`config.mk`:
```
export PLATFORM = sky130hd
export DESIGN_NAME = scroll_ctrl
export DESIGN_NICKNAME = d
export VERILOG_FILES = /design/src/rtl/scroll_ctrl.sv
export SDC_FILE = /design/constraint.sdc
export NUM_CORES = 1
export LEC_CHECK = 0
export CAP_MARGIN = 20
export CORE_MARGIN = 2
export CORE_UTILIZATION = 60
export DETAILED_ROUTE_END_ITERATION = 8
export PLACE_DENSITY = 0.85
export SETUP_SLACK_MARGIN = 0.3
export SYNTH_ARGS = -nofsm -noshare
export SYNTH_HDL_FRONTEND = slang
export SYNTH_SLANG_ARGS = --single-unit
```
`constraint.sdc`:
```
create_clock -name clk -period 7.3 [get_ports clk]
set_input_delay 1.095 -clock clk [delete_from_list [all_inputs] [get_ports clk]]
set_output_delay 1.095 -clock clk [all_outputs]
set_load 0.02 [all_outputs]
```
`src/rtl/scroll_ctrl.sv`:
```
// Sequencing controller for the 13-digit scrolling ID display: decides when the
// circular shifter loads, shifts and in which direction, with run/pause, step and dwell.
module scroll_ctrl #(
  parameter int DIGITS      = 13,
  parameter int TICK_BASE   = 50,
  parameter int DWELL_STEPS = 4
) (
  input  logic                      clk,
  input  logic                      reset,
  input  logic                      tick,
  input  logic                      run_toggle,
  input  logic                      step,
  input  logic                      dir,
  input  logic [1:0]                speed,
  output logic                      ld,
  output logic                      shift_en,
  output logic                      shift_dir,
  output logic [$clog2(DIGITS)-1:0] pos,
  output logic                      running,
  output logic                      wrap
);

  localparam int PW = $clog2(DIGITS);
  localparam int NW = $clog2(TICK_BASE * 8 + 1);
  localparam int DW = (DWELL_STEPS > 0) ? $clog2(DWELL_STEPS + 1) : 1;
  localparam logic [PW-1:0] POS_MAX    = PW'(DIGITS - 1);
  localparam logic [DW-1:0] DWELL_LAST = DW'((DWELL_STEPS > 0) ? DWELL_STEPS - 1 : 0);

  typedef enum logic [1:0] {LOAD, RUN, DWELL, PAUSE} state_t;

  state_t        state;
  logic [NW-1:0] presc;
  logic [NW-1:0] per_last;
  logic [DW-1:0] dwell_cnt;
  logic          period_done;
  logic [PW-1:0] pos_next;

  // Period length is TICK_BASE << (3-speed); compare against N-1 so that a
  // speed increase mid-count completes the period on the very next tick.
  always_comb begin
    per_last = NW'(TICK_BASE - 1);
    case (speed)
      2'd0:    per_last = NW'(TICK_BASE * 8 - 1);
      2'd1:    per_last = NW'(TICK_BASE * 4 - 1);
      2'd2:    per_last = NW'(TICK_BASE * 2 - 1);
      default: per_last = NW'(TICK_BASE - 1);
    endcase
    period_done = tick && (presc >= per_last);
    if (dir) pos_next = (pos == '0) ? POS_MAX : pos - PW'(1);
    else     pos_next = (pos == POS_MAX) ? '0 : pos + PW'(1);
  end

  always_ff @(posedge clk) begin
    if (!reset) begin
      state     <= LOAD;
      presc     <= '0;
      dwell_cnt <= '0;
      pos       <= '0;
      ld        <= 1'b0;
      shift_en  <= 1'b0;
      shift_dir <= 1'b0;
      running   <= 1'b0;
      wrap      <= 1'b0;
    end else begin
      ld       <= 1'b0;
      shift_en <= 1'b0;
      wrap     <= 1'b0;
      case (state)
        LOAD: begin
          ld      <= 1'b1;
          running <= 1'b1;
          state   <= RUN;
        end
        RUN: begin
          if (run_toggle) begin
            state     <= PAUSE;
            presc     <= '0;
            dwell_cnt <= '0;
            running   <= 1'b0;
          end else if (period_done) begin
            presc     <= '0;
            shift_en  <= 1'b1;
            shift_dir <= dir;
            pos       <= pos_next;
            if (pos_next == '0) begin
              wrap <= 1'b1;
              if (DWELL_STEPS > 0) begin
                state     <= DWELL;
                dwell_cnt <= '0;
              end
            end
          end else if (tick) begin
            presc <= presc + NW'(1);
          end
        end
        DWELL: begin
          if (run_toggle) begin
            state     <= PAUSE;
            presc     <= '0;
            dwell_cnt <= '0;
            running   <= 1'b0;
          end else if (period_done) begin
            presc <= '0;
            if (dwell_cnt == DWELL_LAST) begin
              dwell_cnt <= '0;
              state     <= RUN;
            end else begin
              dwell_cnt <= dwell_cnt + DW'(1);
            end
          end else if (tick) begin
            presc <= presc + NW'(1);
          end
        end
        PAUSE: begin
          // run_toggle takes priority; a coincident step is dropped.
          if (run_toggle) begin
            state   <= RUN;
            presc   <= '0;
            running <= 1'b1;
          end else if (step) begin
            shift_en  <= 1'b1;
            shift_dir <= dir;
            pos       <= pos_next;
            if (pos_next == '0) wrap <= 1'b1;
          end
        end
        default: state <= LOAD;
      endcase
    end
  end

endmodule

```
# [Word-level counts from Yosys, hierarchy flattened]
# Cells that the tools add are included.
[op_classes] add_sub_neg=4 magnitude_cmp=1 eq_ne=18 mux=49 n_reduce_logical=14
[op_table] op="2-to-1 mux 9 bit" count=4
[op_table] op="2-to-1 mux 4 bit" count=7
[op_table] op="one-hot mux 9 bit (3 select lines)" count=1
[op_table] op="2-to-1 mux 3 bit" count=6
[op_table] op="one-hot mux 9 bit (2 select lines)" count=1
[op_table] op="2-to-1 mux 1 bit" count=16
[op_table] op="2-to-1 mux 2 bit" count=7
[op_table] op="inequality test 3 bit, second input constant" count=4
[op_table] op="inequality test 2 bit, second input constant" count=5
[op_table] op="AND reduction 5 bit" count=2
[op_table] op="adder 9 x 1 -> 9 bit, second input constant" count=1
[op_table] op="greater-or-equal comparator 9 bit" count=1
[op_table] op="zero test 4 bit" count=2
[op_table] op="one-hot mux 2 bit (4 select lines)" count=1
[op_table] op="one-hot mux 4 bit (2 select lines)" count=1
[op_table] op="== test 2 bit, second input constant" count=3
[op_table] op="one-hot mux 1 bit (2 select lines)" count=3
[op_table] op="one-hot mux 3 bit (2 select lines)" count=1
[op_table] op="nonzero test 2 bit" count=3
[op_table] op="adder 4 x 1 -> 4 bit, second input constant" count=1
[op_table] op="== test 2 x 1 -> 1 bit, second input constant" count=2
[op_table] op="== test 4 bit, second input constant" count=1
[op_table] op="zero test 2 bit" count=2
[op_table] op="inequality test 4 x 1 -> 1 bit, second input constant" count=1
[op_table] op="other kinds (10)" count=10
[word_totals] regBits=23 inputBits=8

# [Logic depth before layout (Yosys ltp)]
# Gate-level depths: netlist of run 1.
[depth] ltp_word=8 depth_mapped=10 mapped_depth_nobuf=10

# [Worst setup path before layout of run 1]
# No wires, ideal clock.
[synth_timing] kind="input to register" startpoint="in speed[0]" endpoint="reg presc[7]" setup_time_ps=91 arrival_ps=3182 required_time_ps=7209 slack_ps=4027 stages=10 path_buffers=0 path_cell_list="inv_1 > ha_1 > o21ai_0 > ha_1 > and3_1 > a221oi_2 > o22ai_2 > nor4_2 > a41oi_1 > a311oi_1"
[synth_between] elab_chain_len=7 elab_cells_between_ends=11 cone_classes="1 x order compare; 3 x eq/ne; 4 x mux; 3 x reduce/logical"
[synth_rtl] item="from (decl)" line_no="14" text="input logic [1:0] speed,"
[synth_rtl] item="== test 2 bit (tied with other cells)" line_no="42" text="case (speed)"
[synth_rtl] item="one-hot mux 9 bit (3 select lines) *" line_no="42"
[synth_rtl] item="greater-or-equal comparator 9 bit *" line_no="48" text="period_done = tick && (presc >= per_last);"
[synth_rtl] item="logical AND 1 bit *" line_no="48"
[synth_rtl] item="2-to-1 mux 9 bit" line_no="102" text="end else if (period_done) begin"
[synth_rtl] item="2-to-1 mux 9 bit" line_no="97" text="if (run_toggle) begin"
[synth_rtl] item="one-hot mux 9 bit (2 select lines)" line_no="68" text="case (state)"
[synth_rtl] item="to (signal assigned)" line_no="93" text="presc <= presc + NW'(1);"
[synth_rtl] item="to (signal assigned)" line_no="111" text="presc <= presc + NW'(1);"
[synth_rtl] item="to (decl)" line_no="32" text="logic [NW-1:0] presc;"
# Mark *: on every way between the ends. The rest lies on a longest branch, timed or not.
# A chain may end at the register's enable or synchronous reset.

# [Worst setup path in the final report of run 1]
# Same ends and word-level chain as after synthesis.

==> results by group, run 1 <==
Synth
  – Dominant synthesized flop cell: dfxtp_1
  – Syn nets: roughly 210
  – Largest family of logic cells by synthesized area: compound AO/OA/AOI/OAI gates
  – Yosys warns: 0
  – Dominant cell type by area after synthesis: dfxtp_1
  – Post-Synth Simple-Gate Area: between 10% and 20%
  – Post-synth cell types: slightly below 50
  – Xor/xnor cell area share of the yosys netlist: 3.82%
  – Average size of a mapped cell: between 8 and 9 µm²
  – Multiplexer share of the synthesized area: under 10%
  – Cells after Synth: roughly 180
  – Asr flop ratio synth: 0%
  – Mapped Area: roughly 1600 µm²
  – Synth Area in Adders: around 17%
  – Complex-gate fraction of the synthesized area: between 20% and 30%
  – EDFF count, synth: 0
  – Most frequent cell after synthesis: dfxtp_1
  – Sequential-to-total area share from yosys stat: approximately 29%
  – Synthesized flop and latch total: 23
  – Top post-synthesis cells by area: dfxtp_1, ha_1, mux2i_1
  – Top cell type's share of synthesized area: about 29%
  – Synth top cells by count: dfxtp_1, ha_1, nor2_1

Critical path
  – Crit-path max cell delay: between 500 and 600 ps
  – Depth of the most critical reg-to-reg path: 8
  – Worst setup SP type: input port
  – CP Class: in2reg
  – CP required: 7520 ps
  – Worst Setup End Kind: flop
  – Crit path max fanout: 6
  – Crit path max-delay family: compound AO/OA/AOI/OAI gates
  – FF-to-FF End: dwell_cnt[2]
  – RR Startpoint: pos[0]
  – Reg-to-reg slack, setup: 4820 ps
  – CP bufs+invs: 2
  – Most common cell on crit path: ha_1
  – CP cell instances: clkdlybuf4s50_1, inv_1, ha_1, o21ai_0, ha_1, and3_1, a221oi_2, o22ai_2, nor4_2, a41oi_1, a311oi_1
  – CP max stage cell: clkdlybuf4s50_1
  – Critical path data arrival time: 4040 ps

Die
  – Die Width: 55.7 µm
  – # IOs: 17
  – Die area: a little over 3000 µm²
  – Die height: about 56 µm
  – Starting density of the core: approximately 64%
  – Core Box Area: ~2500 µm²
  – Number of rows in the core area: 18

STA
  – Fmax: between 200 and 300 MHz
  – Clk_skew: 3.66 ps
  – Setup violators final: 0
  – Unrepaired setup endpoints after global routing: false
  – Crit path time final: 3820 ps
  – Max-slew headroom: about half
  – Slew Limit Fails: 0
  – Final Hold Viols: 0
  – Final TNS setup: 0 ps
  – Worst slew pin tran: 733 ps
  – Final Cycle Share: 52.4%

Route
  – Routed wire length: approximately 3200 µm
  – Initial drt markers: 42
  – DRC Markers: 0
  – Metal-1 WL: around 1500 µm
  – Routed met3 length: 131 µm
  – Via density: around 6.0
  – Routed WL per cell: around 14 µm
  – DR vias: about 1400
  – Pre-antenna DRT Iters: 4
  – Met2 routed WL: around 1500 µm
  – Max layer used: met4
  – Final ANT Viol Nets: 0

Run status
  – Status: completed

Global route
  – Tot GR Track Use: ~22%
  – Vias in the first global route: 1333
  – Global-route wire length before repair: around 5800 µm
  – GR Overflow Total: 0
  – Largest net degree at the start of global routing: 13
  – Initial antenna violation count: 0

Job
  – Max_cap viols: 0

Clocking
  – Maximum root-to-sink buffer count: 2
  – Clock Latency Late Sink: 310 ps
  – Num CTS Buffers: 3
  – CTS tree: built
  – CTS Hold Buffers Added: 0
  – Setup bufs post-CTS: 0
  – # H-tree levels: 1
  – Worst-path clk slew: about 130 ps
  – Clk root buf: clkbuf_4
  – Post_cts resized: 0
  – # clock sinks: 23

Pwr
  – PwrDens: ~230 nW/µm²
  – Max VDD drop: 0.000201 V
  – Pleak: 0.775 nW

Layout
  – Final nets: 226
  – Synth-to-Final Area Change: 11.5%
  – Fill count: around 200
  – Utilization after layout: between 70% and 80%
  – Multi-input gate area: 1050 µm²
  – Antenna diodes: 0
  – Layout cell share with drive strength beyond 1: under 10%
  – Register area: 460 µm²

Min path
  – Hold Crit Class: reg2reg
  – Hold path startpoint: dwell_cnt[2]
  – Hold endpoint: dwell_cnt[2]
  – WHS Path Cells: 1

Place
  – Buffers added on ports: 16
  – Post-DP HPWL: between 2000 and 3000 µm
  – Routability cong.: between 0.8 and 0.9
[through the flow]
step	hold WS [ps]	cells	worst slack (ps)	cell area (µm²)	total power [W]
detailed placement	457	221	3160	1770	0.000359
floorplan	440	182	4030	1610	0.000309
global placement	448	221	3370	1770	0.000348
finish	476	225	3480	1790	0.000417
CTS	474	225	3470	1790	0.000416
global route	492	225	3180	1790	0.000445
[cell families (layout without fill, tap and decap cells)]
kind of cell,count (synthesis),count (layout)
fa+ha+maj,22,22
mux,9,9
buf+inv,23,36
xor+xnor,7,7
simple gates,57,57
flops,23,23
compound gates,41,41
[cell usage in the layout (no fill, tap or decap), types with 6 or more instances in the layout]
cell type,count
o21ai_0,6
xor2_1,6
nor2_1,19
a21oi_1,7
mux2i_1,9
nand2_1,10
inv_1,15
dfxtp_1,23
clkdlybuf4s50_1,16
ha_1,22
[worst max-delay path by stage]
| stage | from | to | depth (start not counted) |
|---|---|---|---|
| after floorplan | speed[0] | presc[7] | 10 |
| after global placement | speed[0] | presc[7] | 11 |
| after detailed placement | speed[0] | presc[7] | 11 |
| after CTS | speed[0] | presc[7] | 11 |
| after global routing | speed[1] | presc[7] | 11 |
| final | speed[0] | presc[7] | 11 |
[power by group]
group | leakage [nW] | internal [W] | switching (W)
logic | 0.573 | 0.0000857 | 0.000112
registers | 0.187 | 0.000141 | 0.0000190
clock network | 0.0150 | 0.0000213 | 0.0000381
total | 0.775 | 0.000248 | 0.000169
[routing by layer]
metal	GRT usage, %	vias to the layer above
met2	38.6	34
met5	0	-
met1	29.5	633
met4	3.14	0
li1	-	679
met3	3.02	4
[flip-flops by register name, summed over array words and instances, names as in the netlist]
signal and count:
running 1, ld 1, pos 4, state 2
presc 9, wrap 1, shift_dir 1, dwell_cnt 3
shift_en 1
[area by class of cell]
cell class                      count  area share, %
Timing Repair Buffer               16           8.94
Multi-Input combinational cell    136           58.4
Tap cell                           30           2.09
Inverter                           16           3.35
Clock buffer                        4           1.47
Sequential cell                    23           25.7
Note: power is estimated with default switching activity, not from simulation.
==> run 2: changes to the inputs <==
Settings changed: CORE_UTILIZATION 60 to 51, PLACE_DENSITY 0.85 to 0.77.
Clock period 7.3 ns to 3.36 ns, I/O delays scaled along.
==> results by group, run 2 (same netlist as run 1, synthesis figures left out) <==
Pwr
  – Final Power: 0.000904 W (was 0.000417 W)
  – Pleak: 0.805 nW (was 0.775 nW)
  – PwrDens: 491 nW/µm² (was 233 nW/µm²)
  – Max VDD drop: 0.000247 V (was 0.000201 V)

Clocking
  – Num CTS Buffers: 3 (unchanged)
  – Maximum root-to-sink buffer count: 2 (unchanged)
  – CTS Hold Buffers Added: 0 (unchanged)
  – # clock sinks: 23 (unchanged)
  – Worst-path clk slew: 120 ps (was 130 ps)
  – Clock Latency Late Sink: 310 ps (about the same)
  – CTS tree: built (unchanged)
  – # H-tree levels: 1 (unchanged)
  – Clk root buf: clkbuf_4 (unchanged)

Die
  – Core Box Area: 3030 µm² (was 2500 µm²)
  – Die height: 60.1 µm (was 55.7 µm)
  – Die area: 3620 µm² (was 3110 µm²)
  – Number of rows in the core area: 20 (was 18)
  – # IOs: 17 (unchanged)
  – Starting density of the core: 53.1% (was 64.3%)
  – Die Width: 60.1 µm (was 55.7 µm)

Route
  – Met2 routed WL: 1620 µm (was 1540 µm)
  – Routed wire length: 3170 µm (was 3210 µm)
  – Routed WL per cell: 13.1 µm (was 14.3 µm)
  – Metal-1 WL: 1410 µm (was 1520 µm)
  – DRC Markers: 0 (unchanged)
  – Via density: 5.54 (was 6.00)
  – Final ANT Viol Nets: 0 (unchanged)
  – Max layer used: met4 (unchanged)
  – Initial drt markers: 89 (was 42)
  – DR vias: 1336 (was 1350)
  – Routed met3 length: 83 µm (was 131 µm)
  – Pre-antenna DRT Iters: 4 (unchanged)

Critical path
  – CP Class: in2reg (unchanged)
  – CP max stage cell: a221oi_2 (was clkdlybuf4s50_1)
  – CP required: 3580 ps (was 7520 ps)
  – Crit path max fanout: 6 (unchanged)
  – CP cell instances: dlymetal6s2s_1, inv_1, ha_1, o21ai_2, ha_1, and3_1, a221oi_2, o22ai_4, nor4_2, buf_4, a41oi_1, a311oi_1 (was clkdlybuf4s50_1, inv_1, ha_1, o21ai_0, ha_1, and3_1, a221oi_2, o22ai_2, nor4_2, a41oi_1, a311oi_1)
  – Worst setup SP type: input port (unchanged)
  – Worst Setup End Kind: flop (unchanged)
  – Critical path data arrival time: 2810 ps (was 4040 ps)
  – Crit-path max cell delay: 330 ps (was 510 ps)
  – Most common cell on crit path: ha_1 (unchanged)

STA
  – Slew Limit Fails: 0 (unchanged)
  – Crit path time final: roughly 2600 ps
  – Worst slew pin tran: 560 ps (was 733 ps)
  – Worst hold slack: 468 ps (was 476 ps)
  – Unrepaired setup endpoints after global routing: false (unchanged)
  – Clk_skew: 4.99 ps (was 3.66 ps)
  – Setup violators final: 0 (unchanged)
  – Fmax: 387 MHz
  – Final TNS setup: 0 ps (unchanged)
  – Max-slew headroom: 62.3% (was 50.7%)
  – Final Hold Viols: 0 (unchanged)
  – Final worst slack: 778 ps (was 3480 ps)
  – Final Cycle Share: between 70% and 80%

Global route
  – Largest net degree at the start of global routing: 13 (unchanged)
  – Global-route wire length before repair: 5450 µm (was 5800 µm)
  – GR Overflow Total: 0 (unchanged)
  – Vias in the first global route: 1325 (was 1333)
  – Initial antenna violation count: 0 (unchanged)
  – Tot GR Track Use: 19.7% (was 22.1%)

Layout
  – Biggest regs: presc: 9 flops, pos: 4 flops, dwell_cnt: 3 flops (unchanged)
  – Synth-to-Final Area Change: 14.6% (was 11.5%)
  – Layout cell share with drive strength beyond 1: 8.63% (was 7.18%)
  – Top reg by flops: presc (unchanged)
  – Max FFs per register: 9 (unchanged)
  – Most common library cell in the layout ignoring fill and taps: dfxtp_1 (unchanged)
  – Most frequent cells in the layout: dfxtp_1, ha_1, nor2_1, inv_1, clkdlybuf4s50_1 (was dfxtp_1, ha_1, nor2_1, clkdlybuf4s50_1, inv_1)
  – Final nets: 228 (was 226)
  – Antenna diodes: 0 (unchanged)

Place
  – Buffers added on ports: 16 (unchanged)
  – Post-DP HPWL: 2470 µm (was 2520 µm)
  – Dpl ws: -49.1 ps (was 3160 ps)
  – Routability cong.: 0.855 (was 0.873)

Run status
  – Status: completed (unchanged)

Min path
  – Hold Crit Class: reg2reg (unchanged)

Job
  – Max_cap viols: 0 (unchanged)
[run 2: cell type report]
class | count | area [µm²]
multi-input cells | 136 | 1060
repair buffers | 18 | 180
fillers | 267 | 1190
flip-flops and latches | 23 | 460
inverters | 16 | 60.1
clock buffers | 4 | 26.3
well taps | 44 | 55.1
[run 2: routing by layer]
| layer | track usage (%) | vias up |
|---|---|---|
| li1 | - | 680 |
| met1 | 22.2 | 629 |
| met2 | 36.6 | 23 |
| met3 | 2.16 | 4 |
| met4 | 8.57 | 0 |
| met5 | 0 | - |
[run 2: where the power goes]
group | total (W) | switching, W | internal [W]
sequential | 0.000346 | 0.0000395 | 0.000307
clock | 0.000127 | 0.0000805 | 0.0000463
combinational | 0.000431 | 0.000240 | 0.000191
total | 0.000904 | 0.000360 | 0.000544
[run 2: stage by stage]
| step | area, µm² | util, % | cells |
|---|---|---|---|
| 2_1_floorplan | 1610 | - | 182 |
| 3_3_place_gp | 1790 | 59.1 | 236 |
| 3_5_place_dp | 1790 | 59.1 | 236 |
| 4_1_cts | 1820 | 60.0 | 240 |
| 5_1_grt | 1840 | 60.8 | 241 |
| 6_report | 1840 | 60.8 | 241 |
[run 2: timing repair]
action	in CTS	in global routing
setup buffers	0	1
gates resized for setup	1	4
pin swaps	0	5
endpoints found under the setup margin	1	2
[run 2: critical path: cells and delay by family]
family	cells	cell delay, ps
simple gates	2	430
buf+inv	3	400
compound gates	5	1000
fa+ha+maj	2	470
[run 2: final timing paths]
check               start      endpoint  slack, ps  cells past startpoint
min reg2reg  dwell_cnt[2]  dwell_cnt[2]        470                      1
max              speed[0]      presc[7]        780                     12
min          dwell_cnt[2]  dwell_cnt[2]        470                      1
max reg2reg        pos[0]  dwell_cnt[2]        840                      8
